**src/rtl/fetch_stage_pkg.sv**
```systemverilog
// Shared definitions for the fetch stage: state encoding, widths, reset PC
// and the opcode constants also used by decode.
package fetch_stage_pkg;

  localparam int unsigned INSN_W = 16;
  localparam int unsigned PC_W   = 16;

  typedef logic [PC_W-1:0]   pc_t;
  typedef logic [INSN_W-1:0] insn_t;

  localparam pc_t DEFAULT_RESET_PC = 16'h0000;

  localparam logic [3:0] OP_JAL = 4'b1000;
  localparam logic [3:0] OP_JLR = 4'b1001;
  localparam logic [3:0] OP_BEQ = 4'b1100;

  typedef enum logic [1:0] {
    ST_RESET,
    ST_FETCH,
    ST_HOLD,
    ST_DRAIN
  } fetch_state_e;

  function automatic logic is_ctrl_op(input insn_t insn);
    return (insn[15:12] == OP_JAL) || (insn[15:12] == OP_JLR) ||
           (insn[15:12] == OP_BEQ);
  endfunction

endpackage

```
**src/rtl/fetch_stage_if.sv**
```systemverilog
// Instruction-memory req/valid bus between the fetch stage (master) and memory.
interface fetch_stage_if;
  import fetch_stage_pkg::*;

  logic  imemReq;
  pc_t   imemAddr;
  insn_t imemData;
  logic  imemValid;

  modport master (
    output imemReq,
    output imemAddr,
    input  imemData,
    input  imemValid
  );

  modport slave (
    input  imemReq,
    input  imemAddr,
    output imemData,
    output imemValid
  );
endinterface

```
**src/rtl/add.sv**
```systemverilog
// Generic modulo-2^WIDTH adder shared across the core's datapath.
module add #(
  parameter int unsigned WIDTH = 16
) (
  input  logic [WIDTH-1:0] a,
  input  logic [WIDTH-1:0] b,
  output logic [WIDTH-1:0] sum
);
  assign sum = a + b;
endmodule

```
**src/rtl/fetch_stage_pipe1_reg.sv**
```systemverilog
// IF/ID pipeline register: load, hold, flush (bubble) and async active-low reset.
module pipe1_reg
  import fetch_stage_pkg::*;
(
  input  logic  clk,
  input  logic  resetn,
  input  logic  load,
  input  logic  flush,
  input  pc_t   ld_pc,
  input  insn_t ld_ir,
  input  pc_t   ld_inc,
  output pc_t   pc_q,
  output insn_t ir_q,
  output pc_t   inc_q,
  output logic  valid_q
);

  always_ff @(posedge clk or negedge resetn) begin
    if (!resetn) begin
      pc_q    <= '0;
      ir_q    <= '0;
      inc_q   <= '0;
      valid_q <= 1'b0;
    end else if (flush) begin
      valid_q <= 1'b0;
    end else if (load) begin
      pc_q    <= ld_pc;
      ir_q    <= ld_ir;
      inc_q   <= ld_inc;
      valid_q <= 1'b1;
    end
  end

endmodule

```
**src/rtl/fetch_stage.sv**
```systemverilog
// Instruction-fetch stage with PC, imem req/valid handshake, one-entry skid and
// IF/ID register. Optional perf counters when FETCH_PERF_EN is defined.
module fetch_stage
  import fetch_stage_pkg::*;
#(
  parameter pc_t RESET_PC = DEFAULT_RESET_PC
) (
  input  logic  clk,
  input  logic  resetn,
  fetch_stage_if.master imem,
  input  logic  stall,
  input  logic  redirect,
  input  pc_t   redirectPC,
  output pc_t   pipe1PC,
  output insn_t pipe1IR,
  output pc_t   pipe1PCInc,
  output logic  pipe1Valid
`ifdef FETCH_PERF_EN
  ,
  output logic [15:0] fetchCount,
  output logic [15:0] stallCount
`endif
);

  localparam pc_t PC_ONE = 16'd1;

  fetch_state_e state, state_nxt;
  pc_t   pc, pc_nxt;
  pc_t   target, target_nxt;
  pc_t   skid_pc, skid_pc_nxt;
  insn_t skid_ir, skid_ir_nxt;
  pc_t   pc_inc;

  logic  p1_load, p1_flush;
  pc_t   p1_ld_pc;
  insn_t p1_ld_ir;

  add #(.WIDTH(PC_W)) u_pc_add (
    .a   (pc),
    .b   (PC_ONE),
    .sum (pc_inc)
  );

  assign imem.imemReq  = (state == ST_FETCH) || (state == ST_DRAIN);
  assign imem.imemAddr = pc;

  always_ff @(posedge clk or negedge resetn) begin
    if (!resetn) begin
      state   <= ST_RESET;
      pc      <= RESET_PC;
      target  <= RESET_PC;
      skid_pc <= '0;
      skid_ir <= '0;
    end else begin
      state   <= state_nxt;
      pc      <= pc_nxt;
      target  <= target_nxt;
      skid_pc <= skid_pc_nxt;
      skid_ir <= skid_ir_nxt;
    end
  end

  // In DRAIN, pc keeps the abandoned address on imemAddr; the redirect target
  // waits in 'target' and is moved into pc once the stale response is consumed.
  always_comb begin
    state_nxt   = state;
    pc_nxt      = pc;
    target_nxt  = target;
    skid_pc_nxt = skid_pc;
    skid_ir_nxt = skid_ir;
    p1_load     = 1'b0;
    p1_flush    = 1'b0;
    p1_ld_pc    = pc;
    p1_ld_ir    = imem.imemData;

    unique case (state)
      ST_RESET: begin
        state_nxt = ST_FETCH;
      end

      ST_FETCH: begin
        if (redirect) begin
          p1_flush    = 1'b1;
          skid_pc_nxt = '0;
          skid_ir_nxt = '0;
          target_nxt  = redirectPC;
          if (imem.imemValid) begin
            pc_nxt = redirectPC;
          end else begin
            state_nxt = ST_DRAIN;
          end
        end else if (imem.imemValid) begin
          if (!stall) begin
            p1_load = 1'b1;
            pc_nxt  = pc_inc;
          end else begin
            skid_pc_nxt = pc;
            skid_ir_nxt = imem.imemData;
            state_nxt   = ST_HOLD;
          end
        end else if (!stall) begin
          p1_flush = 1'b1;
        end
      end

      // pc still equals skid_pc here, so pc_inc is also the skid entry's link value.
      ST_HOLD: begin
        if (redirect) begin
          p1_flush    = 1'b1;
          skid_pc_nxt = '0;
          skid_ir_nxt = '0;
          target_nxt  = redirectPC;
          pc_nxt      = redirectPC;
          state_nxt   = ST_FETCH;
        end else if (!stall) begin
          p1_load   = 1'b1;
          p1_ld_pc  = skid_pc;
          p1_ld_ir  = skid_ir;
          pc_nxt    = pc_inc;
          state_nxt = ST_FETCH;
        end
      end

      ST_DRAIN: begin
        if (redirect) begin
          p1_flush    = 1'b1;
          skid_pc_nxt = '0;
          skid_ir_nxt = '0;
          target_nxt  = redirectPC;
        end else if (imem.imemValid) begin
          pc_nxt    = target;
          state_nxt = ST_FETCH;
        end
      end

      default: begin
        state_nxt = ST_RESET;
      end
    endcase
  end

  pipe1_reg u_pipe1 (
    .clk     (clk),
    .resetn  (resetn),
    .load    (p1_load),
    .flush   (p1_flush),
    .ld_pc   (p1_ld_pc),
    .ld_ir   (p1_ld_ir),
    .ld_inc  (pc_inc),
    .pc_q    (pipe1PC),
    .ir_q    (pipe1IR),
    .inc_q   (pipe1PCInc),
    .valid_q (pipe1Valid)
  );

`ifdef FETCH_PERF_EN
  always_ff @(posedge clk or negedge resetn) begin
    if (!resetn) begin
      fetchCount <= '0;
      stallCount <= '0;
    end else begin
      if (p1_load && !p1_flush) fetchCount <= fetchCount + 16'd1;
      if (stall && pipe1Valid)  stallCount <= stallCount + 16'd1;
    end
  end
`endif

endmodule

```
**src/flat_wrapper.sv**
```systemverilog
// flat-port wrapper written by rule: the top's interface ports become plain ports
module fetch_stage_flat import fetch_stage_pkg::*;
#(
  parameter pc_t RESET_PC = DEFAULT_RESET_PC
)
  (clk, resetn, stall, redirect, redirectPC, pipe1PC, pipe1IR, pipe1PCInc, pipe1Valid, imem_imemReq, imem_imemAddr, imem_imemData, imem_imemValid);
  fetch_stage_if imem_i ();
  input  logic clk;
  input  logic resetn;
  input  logic stall;
  input  logic redirect;
  input  pc_t redirectPC;
  output pc_t pipe1PC;
  output insn_t pipe1IR;
  output pc_t pipe1PCInc;
  output logic pipe1Valid;
  output wire logic [$bits(imem_i.imemReq)-1:0] imem_imemReq;
  output wire logic [$bits(imem_i.imemAddr)-1:0] imem_imemAddr;
  input wire logic [$bits(imem_i.imemData)-1:0] imem_imemData;
  input wire logic [$bits(imem_i.imemValid)-1:0] imem_imemValid;
  assign imem_imemReq = imem_i.imemReq;
  assign imem_imemAddr = imem_i.imemAddr;
  assign imem_i.imemData = imem_imemData;
  assign imem_i.imemValid = imem_imemValid;
  fetch_stage #(.RESET_PC(RESET_PC)) u_core (.clk(clk), .resetn(resetn), .imem(imem_i), .stall(stall), .redirect(redirect), .redirectPC(redirectPC), .pipe1PC(pipe1PC), .pipe1IR(pipe1IR), .pipe1PCInc(pipe1PCInc), .pipe1Valid(pipe1Valid));
endmodule
```
**config.mk**
```make
export PLATFORM = sky130hd
export DESIGN_NAME = fetch_stage_flat
export DESIGN_NICKNAME = d
export VERILOG_FILES = /design/src/rtl/fetch_stage_pkg.sv /design/src/rtl/fetch_stage_if.sv /design/src/rtl/add.sv /design/src/rtl/fetch_stage_pipe1_reg.sv /design/src/rtl/fetch_stage.sv /design/src/flat_wrapper.sv
export SDC_FILE = /design/constraint.sdc
export NUM_CORES = 1
export LEC_CHECK = 0
export ABC_AREA = 1
export ABC_CLOCK_PERIOD_IN_PS = 1500
export CAP_MARGIN = 25
export CORE_MARGIN = 2
export CORE_UTILIZATION = 48
export CTS_CLUSTER_DIAMETER = 150
export DETAILED_ROUTE_END_ITERATION = 10
export GPL_ROUTABILITY_DRIVEN = 0
export PLACE_DENSITY = 0.77
export SETUP_SLACK_MARGIN = 0.15
export SYNTH_ARGS = -nofsm -noshare
export SYNTH_HDL_FRONTEND = slang
export SYNTH_SLANG_ARGS = --single-unit
export TNS_END_PERCENT = 20
```
**constraint.sdc**
```tcl
create_clock -name clk -period 1.5 [get_ports clk]
set_input_delay 0.3 -clock clk [delete_from_list [all_inputs] [get_ports clk]]
set_output_delay 0.3 -clock clk [all_outputs]
set_load 0.02 [all_outputs]
```
---- Yosys cells after proc, flatten, opt, wreduce, memory -nomap -nowiden ----
Cells that the tools add are included.
operators by class
  mux-type cells .......................... 41
  reduce and logical (&&, ||, !) cells .... 12
  equal/unequal tests ..................... 11
  bitwise logic cells ..................... 1
  add/subtract/negate cells ............... 1
operator list
  operator               count
  $mux 16                18
  $pmux 16 s2            2
  $pmux 16 s3            1
  $add 16x1->16 const B  1
  $mux 2                 8
  $ne 3x3->1 const B     4
  $mux 1                 9
  $pmux 2 s4             1
  $ne 2x2->1 const B     3
  $reduce_and 6->1       1
  $eq 2x2->1 const B     2
  $pmux 1 s2             2
  $reduce_and 2->1       2
  $reduce_and 4->1       1
  $reduce_bool 2->1      2
  $reduce_and 3->1       1
  $reduce_bool 3->1      1
  $reduce_or 3->1        1
  $eq 2x1->1 const B     1
  $logic_not 2->1        1
  $ne 2x1->1 const B     1
  $reduce_or 2->1        1
  $logic_or 1x1->1       1
  $not 1->1              1
word-level totals
  register bits ........................... 115
  logic and storage cells ................. 75
  input bits .............................. 37
  output and inout port bits .............. 66

---- Longest topological paths before layout ----
  depth after elaboration ................. 6
  mapped depth ............................ 10
  depth with buffers taken out ............ 9

---- By module ----
From an unflattened synthesis, not the netlist that was laid out.
unflattened totals
  cells, all modules ...................... 989
  area total of the unflattened synthesis .. 6754.0 um2
modules (own cells, without submodules)
  module       sequential area each (um2)  times used  area each (um2)  cells each
  fetch_stage  1651.6                      1           3890.0           601
  pipe1_reg    1226.2                      1           1918.1           212
  add          0.0                         1           945.9            176

---- Worst setup path before layout ----
OpenSTA, ideal clock, no wires.
  kind .................................... reg2reg
  start point ............................. register u_core.state[1]
  end point ............................... register u_core.skid_pc[2]
  buffers on the path ..................... 1
  period minus slack after synthesis ...... 1636 ps
  cell stages (with the launch flop) ...... 11
  setup slack ............................. -136 ps
  data arrival time ....................... 1505 ps
  cells stage by stage .................... dfrtp_1 inv_1 ha_1 inv_1 nor2_1 nand2_1 nand2_1 inv_1 nand2_1 clkbuf_1 o21ai_0
on the way
  cells in the longest elaborated chain, start to end .. 4
  elaborated cells between the ends (all ways) .. 9
  classes of those cells .................. eq/ne: 5; mux: 1; reduce/logical: 3
RTL lines
  item                                                       RTL line           RTL
  start, declared                                            fetch_stage.sv:27  fetch_state_e state, state_nxt;
  start signal, assigned                                     fetch_stage.sv:55  state <= state_nxt;
  $eq 2x2->1                                                 fetch_stage.sv:76  unique case (state)
  $reduce_or 2->1 (no line)                                  -
  $ne 2x1->1 (no line) or $reduce_bool 2->1 (tied branches)  -
  $reduce_and 3->1 (no line)                                 -
  end signal, assigned                                       fetch_stage.sv:58  skid_pc <= skid_pc_nxt;
  end, declared                                              fetch_stage.sv:30  pc_t skid_pc, skid_pc_nxt;
Several ways; a longest one is shown, not always the timed one.
A chain may end at the register's enable or synchronous reset.

---- Worst setup path after layout ----
  start point ............................. register u_core.state[1]
  end point ............................... register u_core.u_pipe1.inc_q[2]
on the way
  cells in the longest elaborated chain, start to end .. 5
  elaborated cells between the ends (all ways) .. 8
  classes of those cells .................. eq/ne: 3; mux: 2; bitwise: 1; reduce/logical: 2
RTL lines
  item                            RTL line                     RTL
  $eq 2x2->1                      fetch_stage.sv:76
  $reduce_or 2->1 (no line)       -
  $pmux 1 s2                      fetch_stage.sv:76
  $not 1->1 (no line)             -
  $reduce_and 2->1 (no line) (*)  -
  end signal, assigned            fetch_stage_pipe1_reg.sv:29  inc_q <= ld_inc;
  end, declared                   fetch_stage_pipe1_reg.sv:14  output pc_t inc_q,
Mark *: on every way between the ends. The rest lies on a longest branch, timed or not.

==> results_dict.tcl <==
set metrics [dict create \
    cts_root_buf "clkbuf_16" \
    swShare_pct 43.12 \
    async_reset_ff_share_pct 100.0 \
    p_int_mw 11.52 \
    synthCells 715 \
    insertion_delay_ps 420 \
    synth_xor_area_share_pct 1.082 \
    grt_max_degree 48 \
    wirelength_um 20110 \
    timing.final.setup_violations 103 \
    vias_per_cell 5.968 \
    clockBufferDepth 2 \
    synthMuxAreaShare_pct 0.5964 \
    clkPwrFrac_pct 21.0 \
    die_y_um 112.6 \
    rsz0062_at_grt "true" \
    ff2ff_path_depth 11 \
    cts-buffers-inserted 17 \
    grt_antenna_before_repair 0 \
    core-area_um2 11470 \
    worstPathMaxFanout 7 \
    critPathLaunchType "flop" \
    crit_type "flop to flop" \
    num_rows 39 \
    synth_commonest_cells "nand2_1 (248), dfrtp_1 (115), o21ai_0 (97), inv_1 (44), nor2_1 (36)" \
    synth_area_um2 5664 \
    antenna_left 0 \
    layout_min_cycle_time_ps 1817 \
    drive_gt1_share_pct 27.71 \
    drc 0 \
    drt_iter0_markers 765 \
    synth_area_leaders "dfrtp_1 (51%), nand2_1 (16%), o21ai_0 (8.6%)" \
    drtPass1Iterations 6 \
    synthAdderAreaFrac_pct 1.104 \
    avgSynthCellArea_um2 7.922 \
    grt_usage_pct 30.75 \
    clock-sinks 115 \
    power_density_nw_per_um2 2428 \
    ys.flop_type "dfrtp_1" \
    nets 924 \
    dp_cells 987 \
    synth_top_area_cell "dfrtp_1" \
    synth_fp_nets 757 \
    wl_per_cell_um 19.38 \
    finClkSkew_ps 9.424 \
    ctsHtreeMaxLevel 4 \
    endpoint_kind "flop" \
    p_comb_share_pct 50.8 \
    violations "negative setup slack" \
    tightest_slew_ps 374.1 \
    grt_pass1_wl_um 30820 \
    slew_headroom_pct 75.06 \
    synth_top_family_by_area "simple AND/OR/NAND/NOR gates" \
    clkTransAtPathRegs_ps 60 \
    initial_core_util_pct 49.39 \
    max-cap-violations 0 \
    cts_tree "yes" \
    drv_slew 0 \
    ir_drop_v 0.001115 \
    grt_pass1_vias 6082 \
    ys.warnings.count 0 \
    synthDominantCellAreaShare_pct 50.81 \
    layout.cells.non_filler 1038 \
    io_buffers 102 \
    power_frac_seq_pct 28.2 \
    leakagePower_nw 4.111 \
    io_pins 103 \
    dr_total_vias 6195 \
    ys_seq_area_share_pct 50.81 \
    antennaDiodeCount 0 \
    post-synth-top-count-cell "nand2_1" \
    final_util_pct 72.77 \
    synthDistinctLibCells 27 \
    die_area_um2 12690 \
    cp.required_ps 1810 \
    ys_ff_latch 115 \
    period_share_pct 121.1 \
    finalWorstSetupSlack_ps -316.6 \
    overflow 0 \
    hp-class "input pin to asynchronous set/reset pin" \
    die_w_um 112.6 \
    areaGrowthSynthToFinish_pct 47.32 \
    yosys.area_share.simple_pct 21.34 \
    status "complete, but fails checks" \
    fmax_mhz 550.5 \
    pre_cts_ws_ps -722.0 \
    synth-edff-count 0 \
    place_hpwl_um 11630 \
    final-hold-violation-count 0 \
    switchingPower_mw 8.735 \
    synth_compound_area_share_pct 18.53 \
    cp_data_arrival_time_ps 2120 \
]
-- state kept, by name (all words and copies together) (netlist names) --
register and count:
u_core.u_pipe1.pc_q 16, u_core.state 2, u_core.skid_ir 16, u_core.imem.imemAddr 16, u_core.u_pipe1.ir_q 16, u_core.skid_pc 16, u_core.u_pipe1.inc_q 16, u_core.target 16
u_core.u_pipe1.valid_q 1
-- metal layers --
layer	vias up	track usage (%)	routed length [µm]
met1	2947	38.70	7601
met3	99	8.261	1971
met2	440	48.46	9496
met5	-	0	0
met4	0	16.67	1044
li1	2709	-	-
-- area by class of cell --
type | instances | area (µm²)
clock buffers | 20 | 466.7
multi-input cells | 510 | 2728
well taps | 143 | 178.9
repair inverters | 1 | 6.256
inverters | 49 | 209.0
fillers | 744 | 3123
clock inverters | 12 | 153.9
repair buffers | 188 | 1713
flip-flops and latches | 115 | 2889
-- per-stage QoR --
| step | setup TNS [ps] | area (µm²) | hold slack, ps | total power, mW |
|---|---|---|---|---|
| after floorplan | -7574 | 5773 | 4.409 | 10.13 |
| after global placement | -54760 | 7288 | 137.1 | 13.75 |
| after detailed placement | -67860 | 7288 | 140.2 | 14.06 |
| after CTS | -12640 | 8102 | 243.0 | 18.79 |
| after global routing | -28090 | 8344 | 255.6 | 21.20 |
| final | -21310 | 8344 | 251.9 | 20.26 |
-- power groups by stage --
| stage | combinational [mW] | clock [mW] | sequential [mW] |
|---|---|---|---|
| after floorplan | 3.76 | 0 | 6.37 |
| after global placement | 8.25 | 0 | 5.50 |
| after detailed placement | 8.52 | 0 | 5.54 |
| after CTS | 9.02 | 4.24 | 5.53 |
| after global routing | 11.0 | 4.38 | 5.82 |
| final | 10.3 | 4.25 | 5.72 |
-- cell usage in the layout (no fill, tap or decap), drive strengths merged --
cell,synthesis,layout
clkdlybuf4s50,0,34
nand4,3,3
nor2,37,37
xor2,7,7
dlygate4sd2,0,16
bufinv,0,3
a21oi,33,33
dfrtp,115,115
nand3b,1,1
ha,5,5
mux2,3,3
clkinvlp,0,3
o211ai,3,3
and3,1,1
nand2,248,248
nand3,18,18
clkinv,1,6
o22ai,16,16
clkbuf,28,26
a31oi,1,1
dlygate4sd3,0,1
o21ai,100,100
inv,48,50
clkdlybuf4s15,0,2
a22oi,34,34
buf,13,129
-- critical path, cell delays in order (launching register included) --
cell and delay, ps:
dfrtp_2 450, inv_2 90, ha_4 180, o21ai_2 70
nor2_2 140, o21ai_2 110, nand3_4 160, clkinv_8 90
buf_4 150, buf_4 130, nand2_2 80, nand2_1 50
-- cells by family after synthesis --
family                   count (synthesis)
buffers and inverters                   90
adder cells (fa/ha/maj)                  5
flip-flops                             115
AND/OR/NAND/NOR                        308
AO/OA/AOI/OAI                          187
XOR/XNOR                                 7
multiplexers                             3
-- timing repair --
item / in CTS / in global routing
pin swaps: 8 / 9
hold buffers: 1 / 0
gates cloned: 2 / 2
setup endpoints to repair: 181 / 149
buffers inserted: 12 / 3
endpoints found under the hold margin: 96 / 0
resized for setup: 300 / 98
-- final timing paths --
check                                                         from                             endpoint  slack [ps]
max in group asynchronous                                   resetn          u_core.state[0]$_DFFE_PN0P_         720
worst max-delay path                   u_core.state[1]$_DFFE_PN0P_  u_core.u_pipe1.inc_q[2]$_DFFE_PN0P_        -320
worst min register to register  u_core.u_pipe1.ir_q[5]$_DFFE_PN0P_   u_core.u_pipe1.ir_q[5]$_DFFE_PN0P_         480
worst min-delay path                                        resetn   u_core.u_pipe1.ir_q[5]$_DFFE_PN0P_         250
min in group clk                                     redirectPC[5]         u_core.target[5]$_DFFE_PN0P_         450
worst max register to register         u_core.state[1]$_DFFE_PN0P_  u_core.u_pipe1.inc_q[2]$_DFFE_PN0P_        -320
Note: power is estimated with default switching activity, not from simulation.
